**config.mk**
```make
export PLATFORM = sky130hd
export DESIGN_NAME = ps2_scancode_ctrl
export DESIGN_NICKNAME = d
export VERILOG_FILES = /design/src/rtl/ps2_scancode_ctrl.sv
export SDC_FILE = /design/constraint.sdc
export NUM_CORES = 1
export LEC_CHECK = 0
export ABC_AREA = 1
export CAP_MARGIN = 20
export CORE_MARGIN = 2
export CORE_UTILIZATION = 51
export CTS_BUF_LIST = sky130_fd_sc_hd__clkbuf_4
export CTS_CLUSTER_SIZE = 10
export DETAILED_ROUTE_END_ITERATION = 10
export GPL_TIMING_DRIVEN = 0
export HOLD_SLACK_MARGIN = 0.08
export PLACE_DENSITY = 0.75
export SLEW_MARGIN = 20
export SYNTH_ARGS = -nofsm -noshare
export SYNTH_HDL_FRONTEND = slang
export SYNTH_SLANG_ARGS = --single-unit
```
**constraint.sdc**
```tcl
create_clock -name clk -period 2.2 [get_ports clk]
set_input_delay 0.33 -clock clk [delete_from_list [all_inputs] [get_ports clk]]
set_output_delay 0.33 -clock clk [all_outputs]
set_load 0.01 [all_outputs]
```
**src/rtl/ps2_scancode_ctrl.sv**
```systemverilog
// ps2_scancode_ctrl: Set-2 scan-code prefix decoder with make/break event FIFO and key tracking.
// Optional feature: define PS2_REPEAT_FILTER_EN to suppress typematic repeats of the held key.
module ps2_scancode_ctrl #(
    parameter int FIFO_DEPTH = 4,
    parameter int AW = 2
) (
    input  logic       clk,
    input  logic       resetn,
    input  logic       rx_valid,
    input  logic [7:0] rx_data,
    input  logic       rx_err,
    output logic       ev_valid,
    input  logic       ev_ready,
    output logic [7:0] ev_code,
    output logic       ev_ext,
    output logic       ev_break,
    output logic       key_down,
    output logic [8:0] cur_code,
    output logic [7:0] press_cnt,
    output logic [7:0] err_cnt,
    output logic       overflow
);
    typedef enum logic [1:0] {IDLE, EXT, BRK, EXT_BRK} state_t;
    localparam logic [AW:0] FULL_COUNT = (AW+1)'(FIFO_DEPTH);
    state_t state;
    logic ok, is_pre, in_ext, in_brk, emit, push, err_hit, pop, full, accept;
    logic [9:0] mem [FIFO_DEPTH];
    logic [9:0] head;
    logic [AW-1:0] rd_ptr, wr_ptr;
    logic [AW:0] count;

    // Classify the incoming byte against the pending prefixes and derive FIFO handshakes
    always_comb begin
        ok = rx_valid & ~rx_err;
        is_pre = rx_data == 8'hE0 || rx_data == 8'hF0;
        in_ext = state == EXT || state == EXT_BRK;
        in_brk = state == BRK || state == EXT_BRK;
        emit = ok & ~is_pre;
        err_hit = (rx_valid & rx_err) | (ok & is_pre & in_brk);
`ifdef PS2_REPEAT_FILTER_EN
        push = emit & ~(~in_brk & key_down & cur_code == {in_ext, rx_data});
`else
        push = emit;
`endif
        ev_valid = count != '0;
        pop = ev_valid & ev_ready;
        full = count == FULL_COUNT;
        accept = push & (~full | pop);
        head = mem[rd_ptr];
        ev_code = ev_valid ? head[7:0] : 8'h00;
        ev_break = ev_valid & head[8];
        ev_ext = ev_valid & head[9];
    end

    // Prefix state machine, held-key tracking and event/error counters
    always_ff @(posedge clk or negedge resetn) begin
        if (!resetn) begin
            state <= IDLE;
            key_down <= 1'b0;
            cur_code <= '0;
            press_cnt <= '0;
            err_cnt <= '0;
        end else begin
            if (rx_valid)
                state <= rx_err ? IDLE :
                         (state == IDLE && rx_data == 8'hE0) ? EXT :
                         (state == IDLE && rx_data == 8'hF0) ? BRK :
                         (state == EXT && rx_data == 8'hF0) ? EXT_BRK :
                         (state == EXT && rx_data == 8'hE0) ? EXT : IDLE;
            if (err_hit && err_cnt != 8'hFF)
                err_cnt <= err_cnt + 8'd1;
            if (push && !in_brk) begin
                key_down <= 1'b1;
                cur_code <= {in_ext, rx_data};
                press_cnt <= press_cnt + 8'd1;
            end else if (push && key_down && cur_code == {in_ext, rx_data}) begin
                key_down <= 1'b0;
            end
        end
    end

    // FIFO pointers, occupancy and sticky overflow
    always_ff @(posedge clk or negedge resetn) begin
        if (!resetn) begin
            rd_ptr <= '0;
            wr_ptr <= '0;
            count <= '0;
            overflow <= 1'b0;
        end else begin
            if (accept)
                wr_ptr <= wr_ptr + 1'b1;
            if (pop)
                rd_ptr <= rd_ptr + 1'b1;
            count <= count + (AW+1)'(accept) - (AW+1)'(pop);
            if (push && full && !pop)
                overflow <= 1'b1;
        end
    end

    // Event storage; contents are masked by the empty flag so no reset is needed
    always_ff @(posedge clk) begin
        if (accept)
            mem[wr_ptr] <= {in_ext, in_brk, rx_data};
    end
endmodule

```
---- Word level (Yosys, flattened, before mapping) ----
Memories as Yosys holds them, arrays and structs flattened.
Index checks and enable logic that the tools add are counted.
word-level totals
  memories ................................ 1
  RAM bits ................................ 40
  word-level logic and storage cells ...... 66
  register bits after elaboration ......... 36
  input bits .............................. 13
memories
  memory  depth  width  read ports  clocked after memory_dff  wr ports  RTL line  text
  mem     4      10     1           0                         1         27        logic [9:0] mem [FIFO_DEPTH];
operators by class
  $add $sub $neg .......................... 6
  equal/unequal tests ..................... 8
  bitwise operators ....................... 14
  reduce and logical (&&, ||, !) cells .... 18
  multiplexer cells ....................... 10
operators by type and width
  kind                                                             count
  8-bit by 1-bit adder with 8-bit output, second input constant    2
  8-bit == test, second input constant                             2
  1-bit logical AND                                                10
  1-bit bitwise AND                                                9
  9-bit == test                                                    1
  2-bit 2-to-1 mux                                                 4
  8-bit 2-to-1 mux                                                 1
  8-bit inequality test, second input constant                     1
  1-bit 2-to-1 mux                                                 5
  2-bit by 1-bit adder with 2-bit output, second input constant    2
  2-bit == test, second input constant                             2
  3-bit by 1-bit adder with 3-bit output                           1
  3-bit == test, second input constant                             1
  1-bit logical OR                                                 3
  1-bit NOT                                                        3
  3-bit nonzero test                                               1
  3-bit by 1-bit subtractor with 3-bit output                      1
  2-bit by 1-bit == test with 1-bit output, second input constant  1
  1-bit logical NOT                                                2
  2-bit logical NOT                                                1
  1-bit OR                                                         2
  2-bit nonzero test                                               1

---- Logic depth before layout (Yosys ltp) ----
  word-level depth ........................ 8
  gate-level depth with buffers ........... 11
  gate-level depth less buffers ........... 11

---- Least setup slack after synthesis ----
Ideal clock, no wire load.
  path kind ............................... reg-to-reg
  start ................................... register count[2]
  end ..................................... register count[2]
  path slack .............................. 0.298 ns
  data arrival time ....................... 1.773 ns
  stages on the path, launching flop included .. 8
  path buffers ............................ 0
  setup time .............................. 0.129 ns
  cells stage by stage .................... dfrtp_1 nor3_1 nor2_1 ha_1 inv_1 ha_1 fa_1 xor2_1
on the way
  cells in the longest elaborated chain, start to end .. 6
RTL lines
  item                                                        RTL line  text
  start, declared                                             30        logic [AW:0] count;
  start signal, assigned                                      94        count <= count + (AW+1)'(accept) - (AW+1)'(pop);
  3-bit nonzero test / 3-bit == test (equally long branches)  45, 47
  1-bit bitwise AND / 1-bit NOT (equally long branches)       46, 48
  1-bit OR                                                    48        accept = push & (~full | pop);
  1-bit bitwise AND                                           48
  3-bit by 1-bit adder with 3-bit output                      94
  3-bit by 1-bit subtractor with 3-bit output *               94
Every way passes the cells marked *; elsewhere a longest branch is shown, timed or not.
A chain may end at the register's enable or synchronous reset.

---- Final worst setup path ----
  start ................................... register count[0]
  end ..................................... output ev_valid
on the way
  cells in the longest elaborated chain, start to end .. 1
RTL lines
  item                RTL line  text
  3-bit nonzero test  45        ev_valid = count != '0;
  end, declared       12        output logic ev_valid,
No other way between the ends.

==> metrics <==
clock latency on the worst-skew pair=0.44 ns; Final Hold Violating Endpoints=0; post-DR vias/cell=4.87; # nets final=447; area delta synth->final=24.2%; DRT Wirelength=7.29 mm; commonest cells after routing, fill and taps aside=68 x nand2_1, 48 x nor2_1, 40 x edfxtp_1; post-placement cell count=504; RSZ-0062 raised after global routing=true; Slew headroom=57.1%; Avg Synthesized Cell Area=10.1 sq um; Reg area=2100 sq um; Pwr per Cell Area=1050 nW/um^2; Critical Path Source Type=register; mapped cell area=3600 sq um; Worst VDD drop=0.000554 V; layout cells sized above 1=17.4%; Clock transition at path regs=0.15 ns; Core ar.=6830 sq um; TritonCTS Buffers=9; FILL cells=571; status=complete, no violations; Row Count=30; CTS root buf=clkbuf_4; Final Non-Filler Cells=526; Clock Tree Buf Depth=2; multi-input logic area=1330 sq um; reg-to-reg setup timing slack=0.14 ns; CTS tree=yes; clk sinks=76; Syn Inst Count=357; Die Area=7750 sq um; hold crit path type=in -> reg; leading area contributor after synthesis=edfxtp_1; Net Count, Synth=379; synth warn=0; hpwl dp=4.92 mm; Crit Path Class=reg -> out; Final Total Pwr=4.70 mW; DR DRC count=0; Sum Neg Setup Slack=0 ns; max_cap viols=0; CP required=1.87 ns; antenna violations before repair=0; fin crit share=97.4%; crit end category=output pin; first-pass GRT wire length=11.7 mm; Pleak=1.96 nW; Tightest Pin Transition=0.643 ns; synth top area cells=edfxtp_1 33%, dfrtp_1 25%, nand2_1 7.1%, nor2_1 5.4%, xor2_1 3.6%; Detail Route Antenna Nets=0; share of the synthesized area in the top cell type=33.3%; most common cell after layout, fill and taps aside=nand2_1; grt ovf=0; IO Pins=51; DRT Pass-1 Iters=5; Fin Clk Skew=0.0242 ns; Die X-Extent=88.1 microns; register area share after synthesis=58.3%; largest net degree at the start of global routing=23; maximum operating frequency=467 MHz; Final setup viols=0; FF+latch count, synth=76; crit path max fanout=10; n_diodes=0; placer congestion estimate=0.786; via count=2561; Final Critical Period=2.14 ns; DRT iter0 DRCs=131; GRT Total Usage=20.2%; port buffer count=50; synth unique cells=29; initial core utilization=52.7%; vias in the first global route=2539; wire length per cell=13.9 microns; H-tree depth=3; Die Span Y=88.1 microns; worst path arrival time=1.81 ns; final max-slew violation count=0
-- timing repair --
item	in CTS	in global routing
gates resized for setup	25	25
pin swaps	0	1
hold buffers	1	0
endpoints found under the hold margin	14	0
buffers inserted	5	0
endpoints found under the setup margin	51	49
gates cloned	0	0
-- power breakdown --
| group | total (mW) | switching, mW | internal (mW) |
|---|---|---|---|
| Combinational | 1.95 | 1.05 | 0.899 |
| Sequential | 1.97 | 0.207 | 1.76 |
| Clock | 0.788 | 0.541 | 0.247 |
| Total | 4.70 | 1.79 | 2.91 |
-- cell usage after synthesis --
cell type,n
nor3_1,4
o31ai_1,1
nand2_1,68
inv_1,27
buf_6,3
nor3_2,1
nand4_1,3
xnor2_1,8
nand3_1,11
nand3b_1,2
o21ai_0,21
edfxtp_1,40
a21o_1,1
nor3_4,1
inv_2,8
nand2_4,5
nand2_2,4
o21ai_2,6
clkbuf_1,7
ha_1,8
fa_1,1
dfrtp_1,36
a21oi_1,12
nand3_2,2
buf_2,2
o21ai_1,5
nor2_4,3
xor2_1,15
nor2_1,52
-- kinds of logic (layout without fill, tap and decap cells) --
logic type / after synthesis / in the layout / share of synthesized area (%)
xor+xnor: 23 / 23 / 5.59
flops: 76 / 76 / 58.3
simple gates: 156 / 156 / 20.0
compound gates: 46 / 46 / 7.15
buf+inv: 47 / 120 / 5.59
fa+ha+maj: 9 / 9 / 3.33
-- final cells by class --
type                    count  share of cell area (%)
well taps                  96                    2.68
inverters                  35                    2.93
flip-flops and latches     76                    47.0
repair buffers             57                    12.6
plain buffers              12                    2.32
multi-input cells         234                    29.6
clock buffers               9                    1.51
clock inverters             7                    1.31
-- critical path: stages (launching register included) --
cell             delay, ns
dfrtp_2               0.46
nor3_4                0.25
buf_8                 0.17
inv_1                 0.04
clkdlybuf4s50_1       0.46
-- state kept, by name, indices dropped and copies added (netlist names) --
| register | count |
|---|---|
| mem | 40 |
| key_down | 1 |
| overflow | 1 |
| err_cnt | 8 |
| count | 3 |
| cur_code | 9 |
| rd_ptr | 2 |
| state | 2 |
| press_cnt | 8 |
| wr_ptr | 2 |
-- path summary, 6_finish.rpt --
check                      cells after the start  startpoint          end
max in group asynchronous                      3      resetn     count[0]
min in group asynchronous                      2      resetn  cur_code[0]
hold reg to reg                                1    overflow     overflow
setup / recovery                               4    count[0]     ev_valid
setup reg to reg                               9    count[1]     count[2]
hold / removal                                 1  rx_data[1]    mem[0][1]
-- metrics by stage --
step | hold WS (ns) | area, sq um | setup slack [ns] | utilization (%)
after floorplan | 0.0344 | 3600 | 0.298 | -
after global placement | 0.444 | 4220 | -0.609 | 61.8
after detailed placement | 0.276 | 4250 | -0.633 | 62.2
after CTS | 0.329 | 4450 | -0.177 | 65.2
after global routing | 0.247 | 4480 | -0.0281 | 65.5
final | 0.255 | 4480 | 0.0579 | 65.5
-- per-layer routing --
metal	vias to the layer above	track usage (%)	share of wire, %
met5	-	0	0
met4	0	8.40	1.4
met3	13	4.52	4.6
met2	72	33.5	50
met1	1182	25.8	44
li1	1294	-	-
(Power assumes the default switching activity.)
